### src/rtl/uart_pkg.sv
// Shared UART definitions: the state encoding used by both the transmitter and
// the receiver, and the default framing parameters.
package uart_pkg;

  typedef enum logic [1:0] {
    IDLE  = 2'd0,
    START = 2'd1,
    DATA  = 2'd2,
    STOP  = 2'd3
  } uart_state_e;

  localparam int UART_RATE  = 16;
  localparam int UART_NBITS = 8;

endpackage

### src/rtl/uart_rx_os_if.sv
// Receive-side bus: the tick enable and serial line come in; the parallel word
// and its done/error strobes go out.
interface uart_rx_os_if #(parameter int NBITS = uart_pkg::UART_NBITS);

  logic             ticks;
  logic             Rx;
  logic [NBITS-1:0] Rx_data;
  logic             Rx_done;
  logic             Rx_err;

  modport master (output ticks, output Rx, input Rx_data, input Rx_done, input Rx_err);
  modport slave  (input ticks, input Rx, output Rx_data, output Rx_done, output Rx_err);

endinterface

### src/rtl/uart_rx_sync.sv
// Brings the asynchronous Rx pin into the clock domain and flags a
// high-to-low transition as seen at tick rate.
module uart_rx_sync (
  input  logic clk,
  input  logic rst,
  input  logic tick_i,
  input  logic rx_i,
  output logic rx_s_o,
  output logic start_edge_o
);

  logic sync1_q;
  logic sync2_q;
  logic rx_prev_q;

  // Everything resets high so a reset never looks like a start edge.
  always_ff @(posedge clk or negedge rst) begin
    if (!rst) begin
      sync1_q   <= 1'b1;
      sync2_q   <= 1'b1;
      rx_prev_q <= 1'b1;
    end else begin
      sync1_q <= rx_i;
      sync2_q <= sync1_q;
      if (tick_i) begin
        rx_prev_q <= sync2_q;
      end
    end
  end

  assign rx_s_o       = sync2_q;
  assign start_edge_o = rx_prev_q & ~sync2_q;

endmodule

### src/rtl/uart_rx_os.sv
// Oversampling 8N1 receiver: finds the start bit centre, then samples each data
// bit and the stop bit at its centre, strobing done or framing error.
module uart_rx_os
  import uart_pkg::*;
#(
  parameter int RATE  = UART_RATE,
  parameter int NBITS = UART_NBITS
) (
  input  logic         clk,
  input  logic         rst,
  uart_rx_os_if.slave  bus
);

  localparam int CNT_W = $clog2(RATE);
  localparam int BIT_W = $clog2(NBITS + 1);

  localparam logic [CNT_W-1:0] CNT_MID  = CNT_W'(RATE / 2 - 1);
  localparam logic [CNT_W-1:0] CNT_LAST = CNT_W'(RATE - 1);
  localparam logic [BIT_W-1:0] BIT_LAST = BIT_W'(NBITS - 1);

  uart_state_e      state_q;
  logic [CNT_W-1:0] cnt_q;
  logic [BIT_W-1:0] bit_q;
  logic [NBITS-1:0] shift_q;
  logic [NBITS-1:0] data_q;
  logic             done_q;
  logic             err_q;

  logic rx_s;
  logic start_edge;

  uart_rx_sync u_sync (
    .clk          (clk),
    .rst          (rst),
    .tick_i       (bus.ticks),
    .rx_i         (bus.Rx),
    .rx_s_o       (rx_s),
    .start_edge_o (start_edge)
  );

  // Strobes default low every clk so they last one clk, not one tick.
  always_ff @(posedge clk or negedge rst) begin
    if (!rst) begin
      state_q <= IDLE;
      cnt_q   <= '0;
      bit_q   <= '0;
      shift_q <= '0;
      data_q  <= '0;
      done_q  <= 1'b0;
      err_q   <= 1'b0;
    end else begin
      done_q <= 1'b0;
      err_q  <= 1'b0;
      if (bus.ticks) begin
        unique case (state_q)
          IDLE: begin
            if (start_edge) begin
              state_q <= START;
              cnt_q   <= '0;
            end
          end
          START: begin
            if (cnt_q == CNT_MID) begin
              if (!rx_s) begin
                state_q <= DATA;
                cnt_q   <= '0;
                bit_q   <= '0;
              end else begin
                state_q <= IDLE;
              end
            end else begin
              cnt_q <= cnt_q + CNT_W'(1);
            end
          end
          DATA: begin
            if (cnt_q == CNT_LAST) begin
              shift_q <= {rx_s, shift_q[NBITS-1:1]};
              cnt_q   <= '0;
              bit_q   <= bit_q + BIT_W'(1);
              if (bit_q == BIT_LAST) begin
                state_q <= STOP;
              end
            end else begin
              cnt_q <= cnt_q + CNT_W'(1);
            end
          end
          STOP: begin
            // Leaving at mid stop bit gives half a bit to catch a back-to-back start.
            if (cnt_q == CNT_LAST) begin
              if (rx_s) begin
                data_q <= shift_q;
                done_q <= 1'b1;
              end else begin
                err_q <= 1'b1;
              end
              state_q <= IDLE;
              cnt_q   <= '0;
            end else begin
              cnt_q <= cnt_q + CNT_W'(1);
            end
          end
          default: state_q <= IDLE;
        endcase
      end
    end
  end

  assign bus.Rx_data = data_q;
  assign bus.Rx_done = done_q;
  assign bus.Rx_err  = err_q;

endmodule

### src/flat_wrapper.sv
// flat-port wrapper written by rule: the top's interface ports become plain ports
module uart_rx_os_flat import uart_pkg::*;
#(
  parameter int RATE  = UART_RATE,
  parameter int NBITS = UART_NBITS
)
  (clk, rst, bus_ticks, bus_Rx, bus_Rx_data, bus_Rx_done, bus_Rx_err);
  uart_rx_os_if #(.NBITS(NBITS)) bus_i ();
  input  logic clk;
  input  logic rst;
  input wire logic [$bits(bus_i.ticks)-1:0] bus_ticks;
  input wire logic [$bits(bus_i.Rx)-1:0] bus_Rx;
  output wire logic [$bits(bus_i.Rx_data)-1:0] bus_Rx_data;
  output wire logic [$bits(bus_i.Rx_done)-1:0] bus_Rx_done;
  output wire logic [$bits(bus_i.Rx_err)-1:0] bus_Rx_err;
  assign bus_i.ticks = bus_ticks;
  assign bus_i.Rx = bus_Rx;
  assign bus_Rx_data = bus_i.Rx_data;
  assign bus_Rx_done = bus_i.Rx_done;
  assign bus_Rx_err = bus_i.Rx_err;
  uart_rx_os #(.RATE(RATE), .NBITS(NBITS)) u_core (.clk(clk), .rst(rst), .bus(bus_i));
endmodule
### config.mk
export PLATFORM = sky130hd
export DESIGN_NAME = uart_rx_os_flat
export DESIGN_NICKNAME = d
export VERILOG_FILES = /design/src/rtl/uart_pkg.sv /design/src/rtl/uart_rx_os_if.sv /design/src/rtl/uart_rx_sync.sv /design/src/rtl/uart_rx_os.sv /design/src/flat_wrapper.sv
export SDC_FILE = /design/constraint.sdc
export NUM_CORES = 1
export LEC_CHECK = 0
export BUFFER_PORTS_ARGS = -buffer_cell sky130_fd_sc_hd__buf_2
export CAP_MARGIN = 10
export CORE_AREA = 3 3 65 49
export DETAILED_ROUTE_END_ITERATION = 12
export DIE_AREA = 0 0 68 52
export PLACE_DENSITY = 0.83
export SETUP_SLACK_MARGIN = 0.4
export SYNTH_ARGS = -nofsm -noshare
export SYNTH_HDL_FRONTEND = slang
export SYNTH_SLANG_ARGS = --single-unit
### constraint.sdc
create_clock -name clk -period 1.9 [get_ports clk]
set_input_delay 0.19 -clock clk [delete_from_list [all_inputs] [get_ports clk]]
set_output_delay 0.19 -clock clk [all_outputs]
set_load 0.02 [all_outputs]
==> run_results.csv, run 1 <==
group,metric,value,unit
outcome,status,"finished clean",
synth,syn_avg_cell_area,13.2,µm²
placed_design,post-place-ws,0.342,ns
critical_path,cp-end-kind,"register",
cts,insertion_delay,0.28,ns
timing,min_period,1.50,ns
synth,netlist_instances,106,
detailed_routing,wirelength,2.88,mm
global_routing,grt_pass1_wl,4.33,mm
synth,synth_most_common_cell,"dfrtp_1",
synth,synth_cell_types,37,
timing,whs,0.276,ns
power,power-per-cell-area,1210,nW/µm²
timing,setup_slack,0.396,ns
cts,clk_pin_slew,0.07,ns
cells_and_area,nets,143,
cts,cts_buffers,5,
synth,synth.largest_area_cell,"dfrtp_1",
synth,synth_top_area_share,50.1,%
synth,synth-main-ff-cell,"dfrtp_1",
floorplan,core_area,2680,µm²
cells_and_area,multi_input_area,626,µm²
cells_and_area,num-fill-cells,185,
cells_and_area,area_growth,26.6,%
critical_path,crit_fanout,9,
cts,htreeDepth,2,
power,p_leak,0.870,nW
floorplan,die_area,3540,µm²
cells_and_area,regArea,785,µm²
placed_design,io_buffers,13,
floorplan,dieHeight,52,µm
cts,cts.path.max_buffers,2,
global_routing,antenna_found_initial,0,
critical_path,crit_required,2.06,ns
global_routing,grt_overflow_total,0,
run,maxCapViolCount,0,
timing,slew_viol_final,0,
detailed_routing,drc_errors,0,
timing,tns,0,ns
timing,setup_viol,0,
cells_and_area,n_antenna_cell,0,
synth,yosysSeqAreaShare,55.7,%
timing,hold_viol_final,0,
floorplan,num_io_pins,14,
timing,fmax,665,MHz
synth,synth_area,1400,µm²
detailed_routing,avgRoutedWirePerCell,16.6,µm
floorplan,die_x,68,µm
critical_path,crit_path_start_kind,"register",
synth,synth_area_leaders,"dfrtp_1, mux2_2, dfstp_2, a31oi_1, ha_1",
critical_path,path_class,"register to register",
synth,ys_warn_count,0,
placed_design,place_congestion,0.772,
timing,fin_worst_skew,0.00525,ns
timing,tightestPinTransition,0.669,ns
placed_design,hpwl,1.66,mm
synth,syn_nets,112,
timing,rsz0062_at_grt,"yes",
floorplan,start_util,52.1,%
cts,clock_sinks,31,
timing,slew_headroom,55.4,%
global_routing,grt_pass1_vias,919,
floorplan,row_count,16,
global_routing,grt_max_degree,32,
cts,root_buffer,"clkbuf_8",
cts,cts_tree,"built",
detailed_routing,num_vias,989,
global_routing,grtUsageTotal,17.3,%
cells_and_area,final_core_util,66.0,%
power,power.total,2.14,mW
cells_and_area,final_layout_size_suffix_gt1_share,50.0,%
detailed_routing,dr.pass1.iters,5,
synth,synth_edf_count,0,
synth,synth_commonest_cells,"dfrtp_1, mux2_2, a31oi_1, o21ai_0, nand3_1",
detailed_routing,ant_nets,0,
detailed_routing,drt_iter0_markers,29,
power,peakVddDrop,0.611,mV
synth,synthArstFlopShare,100,%
critical_path,cp.arrival,1.67,ns
timing,period_share,79.2,%
detailed_routing,viasPerCell,5.68,
min_path,hold_path_class,"input port to register",
synth,synth_seq_cells,31,
[final timing paths]
check / start / endpoint / slack [ns] / depth (start not counted)
min in group asynchronous: rst / u_core.bit_q[3]$_DFFE_PN0P_ / 0.48 / 2
worst max-delay path: u_core.state_q[0]$_DFFE_PN0P_ / u_core.shift_q[4]$_DFFE_PN0P_ / 0.40 / 4
max in group asynchronous: rst / u_core.cnt_q[2]$_DFFE_PN0P_ / 0.95 / 2
worst max register to register: u_core.state_q[0]$_DFFE_PN0P_ / u_core.shift_q[4]$_DFFE_PN0P_ / 0.40 / 4
worst min-delay path: bus_ticks / u_core.cnt_q[3]$_DFFE_PN0P_ / 0.28 / 3
worst min register to register: u_core.u_sync.sync1_q$_DFF_PN1_ / u_core.u_sync.rx_s_o$_DFF_PN1_ / 0.36 / 0
[per-stage QoR]
step / cell area (µm²) / instances
after floorplan: 1410 / 106
after global placement: 1500 / 151
after detailed placement: 1500 / 151
after CTS: 1660 / 164
after global routing: 1770 / 174
final: 1770 / 174
[layout make-up]
class                           instances  area share [%]
Sequential cell                        31            44.3
Multi-Input combinational cell         68            35.3
Timing Repair Buffer                   28            10.5
Clock buffer                            6            4.66
Tap cell                               36            2.54
Clock inverter                          2            1.98
Inverter                                3           0.636
[flip-flops by register name (all words and copies together), names as in the netlist, named ones only]
signal and flops:
u_core.bit_q 4, u_core.bus.Rx_data 8, u_core.bus.Rx_done 1, u_core.bus.Rx_err 1
u_core.cnt_q 4, u_core.shift_q 8, u_core.state_q 1, u_core.u_sync.rx_prev_q 1
u_core.u_sync.rx_s_o 1, u_core.u_sync.sync1_q 1
[power breakdown]
group / internal, mW / total [mW] / switching (mW) / leakage (nW)
Combinational: 0.295 / 0.564 / 0.268 / 0.404
Sequential: 0.745 / 0.902 / 0.157 / 0.405
Clock: 0.424 / 0.670 / 0.246 / 0.0612
[critical path, cell delays in order, from the launching register on]
cell	delay [ns]
dfrtp_2	0.48
nand2b_1	0.23
nor3_4	0.18
buf_6	0.15
mux2_2	0.34
[kinds of logic (layout without fill, tap and decap cells)]
logic type / Yosys count / after routing / share of synthesized area [%]
DFF: 31 / 31 / 55.7
and+or+nand+nor: 25 / 26 / 13.3
AOI/OAI and AO/OA: 21 / 21 / 10.6
muxes: 18 / 18 / 14.8
buffers and inverters: 8 / 39 / 3.13
adders and majority gates: 2 / 2 / 1.79
xor gates and xnor gates: 1 / 1 / 0.626
[layout by cell type, fill, tap and decap left out, types with 2 or more instances in the layout]
cell | Yosys | final
dfstp_2 | 3 | 3
nand3_1 | 4 | 4
dfrtp_2 | 0 | 4
dlygate4sd3_1 | 0 | 2
inv_1 | 3 | 3
a31oi_1 | 5 | 5
and3b_1 | 2 | 2
mux2_2 | 17 | 17
o21ai_0 | 5 | 4
nand2b_1 | 2 | 2
dfrtp_1 | 28 | 24
nand4_4 | 1 | 2
nor2_1 | 3 | 3
buf_4 | 3 | 12
nand4_1 | 2 | 2
buf_2 | 2 | 13
clkbuf_8 | 0 | 6
[per-layer routing]
metal | up-vias | routed length (µm) | part of all wire [%] | GRT usage, %
met5 | - | 0 | 0 | 0
met4 | 0 | 58 | 2.0 | 8.91
met3 | 9 | 106 | 3.7 | 5.83
met2 | 24 | 1400 | 49 | 27.0
met1 | 500 | 1320 | 46 | 21.2
li1 | 456 | - | - | -
[timing repair]
action                                  CTS  global route
gates resized for setup                   4             7
hold buffers                              2             0
pin swaps                                 0             3
setup buffers                             3             8
endpoints found under the setup margin   17            17
cloned                                    0             2
hold endpoints to repair                 29             0
(Power assumes the default switching activity.)
==> inputs of run 2 (changes only) <==
ABC_AREA = 1   (was not set)
CORE_AREA = 3 3 67 50   (was 3 3 65 49)
DIE_AREA = 0 0 70 53   (was 0 0 68 52)
PLACE_DENSITY = 0.84   (was 0.83)
clock period = 1.5 ns   (was 1.9 ns; I/O delays follow)
==> run 2 against run 1 <==
Fmax grew 9.7%; critical path type unchanged; clock skew grew 0.0026 ns; final area grew 11%; first-iteration DRC count grew 83%; clock-buffer cell count is the same; hold slack lost 0.012 ns; synthesized cell count grew 47%; global-route usage grew 1.3 points; critical endpoint is now u_core.bit_q[0]$_DFFE_PN0P_; via count grew 15%; flip-flop and latch count is the same; worst setup slack lost 0.27 ns; combinational power grew 110%.
==> run_results.csv, run 2 <==
group,metric,value,unit
detailed_routing,num_vias,1140,
global_routing,grt_max_degree,32,
timing,whs,0.264,ns
cells_and_area,final_core_util,70.9,%
synth,synth_commonest_cells,"nand2_1, dfrtp_1, inv_1",
critical_path,r2r_start,"u_core.cnt_q[0]$_DFFE_PN0P_",
critical_path,crit_required,1.71,ns
synth,synth_area_leaders,"dfrtp_1, nand2_1, o21ai_2, dfstp_2, inv_1",
floorplan,dieHeight,53,µm
synth,yosysSeqAreaShare,51.7,%
critical_path,crit_fanout,4,
detailed_routing,viasPerCell,5.09,
timing,tns,0,ns
floorplan,num_io_pins,14,
cells_and_area,area_growth,30.0,%
cts,cts.path.max_buffers,2,
synth,synth-main-ff-cell,"dfrtp_1",
floorplan,row_count,16,
power,p_int,2.06,mW
synth,synth_edf_count,0,
timing,rsz0062_at_grt,"yes",
timing,hold_viol_final,0,
critical_path,path_class,"register to register",
placed_design,io_buffers,13,
placed_design,hpwl,1.91,mm
critical_path,crit_start,"u_core.cnt_q[0]$_DFFE_PN0P_",
critical_path,crit_path_start_kind,"register",
power,switchingPower,1.23,mW
global_routing,grtUsageTotal,18.6,%
cells_and_area,nets,193,
synth,netlist_instances,156,
critical_path,critPathSlowestCell,"dfrtp_2",
critical_path,worst-path-stages,8,
critical_path,r2r_cells,8,
synth,syn_nets,162,
detailed_routing,drt_iter0_markers,53,
cts,clock_sinks,31,
global_routing,grt_pass1_vias,1088,
critical_path,cp.arrival,1.58,ns
detailed_routing,dr.pass1.iters,5,
detailed_routing,drc_errors,0,
floorplan,start_util,54.6,%
cells_and_area,fin_area,1960,µm²
timing,fin_worst_skew,0.00782,ns
cells_and_area,n_antenna_cell,0,
synth,synth.largest_area_cell,"dfrtp_1",
synth,synth_area,1510,µm²
min_path,hold_path_class,"input port to register",
synth,synth_top_area_share,46.5,%
timing,slew_headroom,54.7,%
detailed_routing,avgRoutedWirePerCell,14.6,µm
critical_path,path_cells,"ha_4, nand3_4, nand2_4, nand2_8, nor2_8, buf_4, nor2_2, a21oi_1",
timing,tightestPinTransition,0.679,ns
cts,root_buffer,"clkbuf_8",
power,switching_share,37.4,%
power,peakVddDrop,1.04,mV
outcome,status,"finished clean",
critical_path,rrSetupSlack,0.13,ns
critical_path,path_delay_family,"simple AND/OR/NAND/NOR gates",
detailed_routing,ant_nets,0,
cts,cts_buffers,5,
power,power-per-cell-area,1680,nW/µm²
synth,synth_seq_cells,31,
global_routing,antenna_found_initial,0,
critical_path,path_buf_inv,1,
synth,synthArstFlopShare,100,%
timing,min_period,1.37,ns
timing,slew_viol_final,0,
cts,htreeDepth,2,
placed_design,place_area,1610,µm²
cells_and_area,final_common_cell,"nand2_1",
timing,setup_viol,0,
synth,ys_warn_count,0,
cts,clk_pin_slew,0.06,ns
critical_path,crit_end,"u_core.bit_q[0]$_DFFE_PN0P_",
power,p_clk_share,25.7,%
floorplan,die_area,3710,µm²
timing,period_share,91.4,%
placed_design,place_congestion,0.839,
global_routing,grt_pass1_wl,5.04,mm
synth,syn_avg_cell_area,9.66,µm²
power,power.share.sequential,39.0,%
cells_and_area,layout_common_cells,"nand2_1, dfrtp_1, o21ai_2, inv_1, buf_2",
cts,cts_tree,"built",
run,maxCapViolCount,0,
critical_path,cp_slowest_stage_delay,0.41,ns
floorplan,die_x,70,µm
synth,synth_cell_types,26,
critical_path,r2r-end,"u_core.bit_q[0]$_DFFE_PN0P_",
detailed_routing,wirelength,3.27,mm
cells_and_area,final_layout_size_suffix_gt1_share,45.2,%
cts,insertion_delay,0.29,ns
timing,fmax,729,MHz
power,p_leak,0.976,nW
critical_path,cp-end-kind,"register",
synth,synth_most_common_cell,"nand2_1",
floorplan,core_area,2760,µm²
power,comb_power_share,35.3,%
global_routing,grt_overflow_total,0,
run 2: cell type report:
cell class              instances  area [µm²]
multi-input cells             102         731
repair buffers                 26         205
flip-flops and latches         31         782
clock buffers                   6        82.6
inverters                      21        78.8
clock inverters                 2        35.0
fillers                       183         803
well taps                      36        45.0
run 2: power groups by stage:
stage	logic [mW]	clock network [mW]	registers [mW]
floorplan	0.740	0	1.20
global placement	0.818	0	1.23
detailed placement	0.864	0	1.25
CTS	0.970	0.852	1.24
global route	1.29	0.894	1.30
finish	1.16	0.845	1.28
run 2: logic make-up (layout without fill, tap and decap cells):
group                    after synthesis  in the layout  share of synthesized area (%)
XOR/XNOR                               4              4                           2.32
AO/OA/AOI/OAI                         26             26                           12.6
flip-flops                            31             31                           51.7
AND/OR/NAND/NOR                       70             70                           24.4
buffers and inverters                 23             55                           7.30
adder cells (fa/ha/maj)                2              2                           1.66
run 2: metal layers:
metal | up-vias | part of all wire [%] | wire [µm] | GRT usage (%)
li1 | 554 | - | - | -
met4 | 0 | 2.0 | 64 | 8.92
met5 | - | 0 | 0 | 0
met1 | 548 | 42 | 1370 | 21.9
met2 | 29 | 51 | 1670 | 29.9
met3 | 9 | 5.1 | 167 | 7.59
run 2: worst min path at each step:
stage                   start                                   to  slack [ns]  cells past startpoint
global route        bus_ticks          u_core.bus.Rx_err$_DFF_PN0_        0.30                      3
floorplan                 rst           asynchronous set/reset pin       -0.15                      0
finish              bus_ticks  u_core.u_sync.rx_prev_q$_DFFE_PN1P_        0.26                      3
detailed placement        rst    u_core.bus.Rx_data[3]$_DFFE_PN0P_        0.22                      1
global placement          rst    u_core.bus.Rx_data[3]$_DFFE_PN0P_        0.21                      1
CTS                 bus_ticks  u_core.u_sync.rx_prev_q$_DFFE_PN1P_        0.22                      3
run 2: per-stage QoR:
stage | setup slack [ns] | total power, mW | instances
floorplan | 0.238 | 1.94 | 156
global placement | 0.111 | 2.05 | 203
detailed placement | 0.0603 | 2.11 | 203
CTS | 0.147 | 3.06 | 220
global route | 0.0605 | 3.49 | 224
finish | 0.128 | 3.29 | 224
run 2: tightest hold or removal path, delay by kind of cell:
family / cells / cell delay, ns
buffers and inverters: 2 / 0.31
AOI/OAI and AO/OA: 1 / 0.08
run 2: what timing repair did:
action	4_1_cts	5_1_grt
setup endpoints to repair	27	27
hold buffers	2	0
setup buffers	7	4
resized for setup	2	23
endpoints found under the hold margin	29	0
pin swaps	3	7
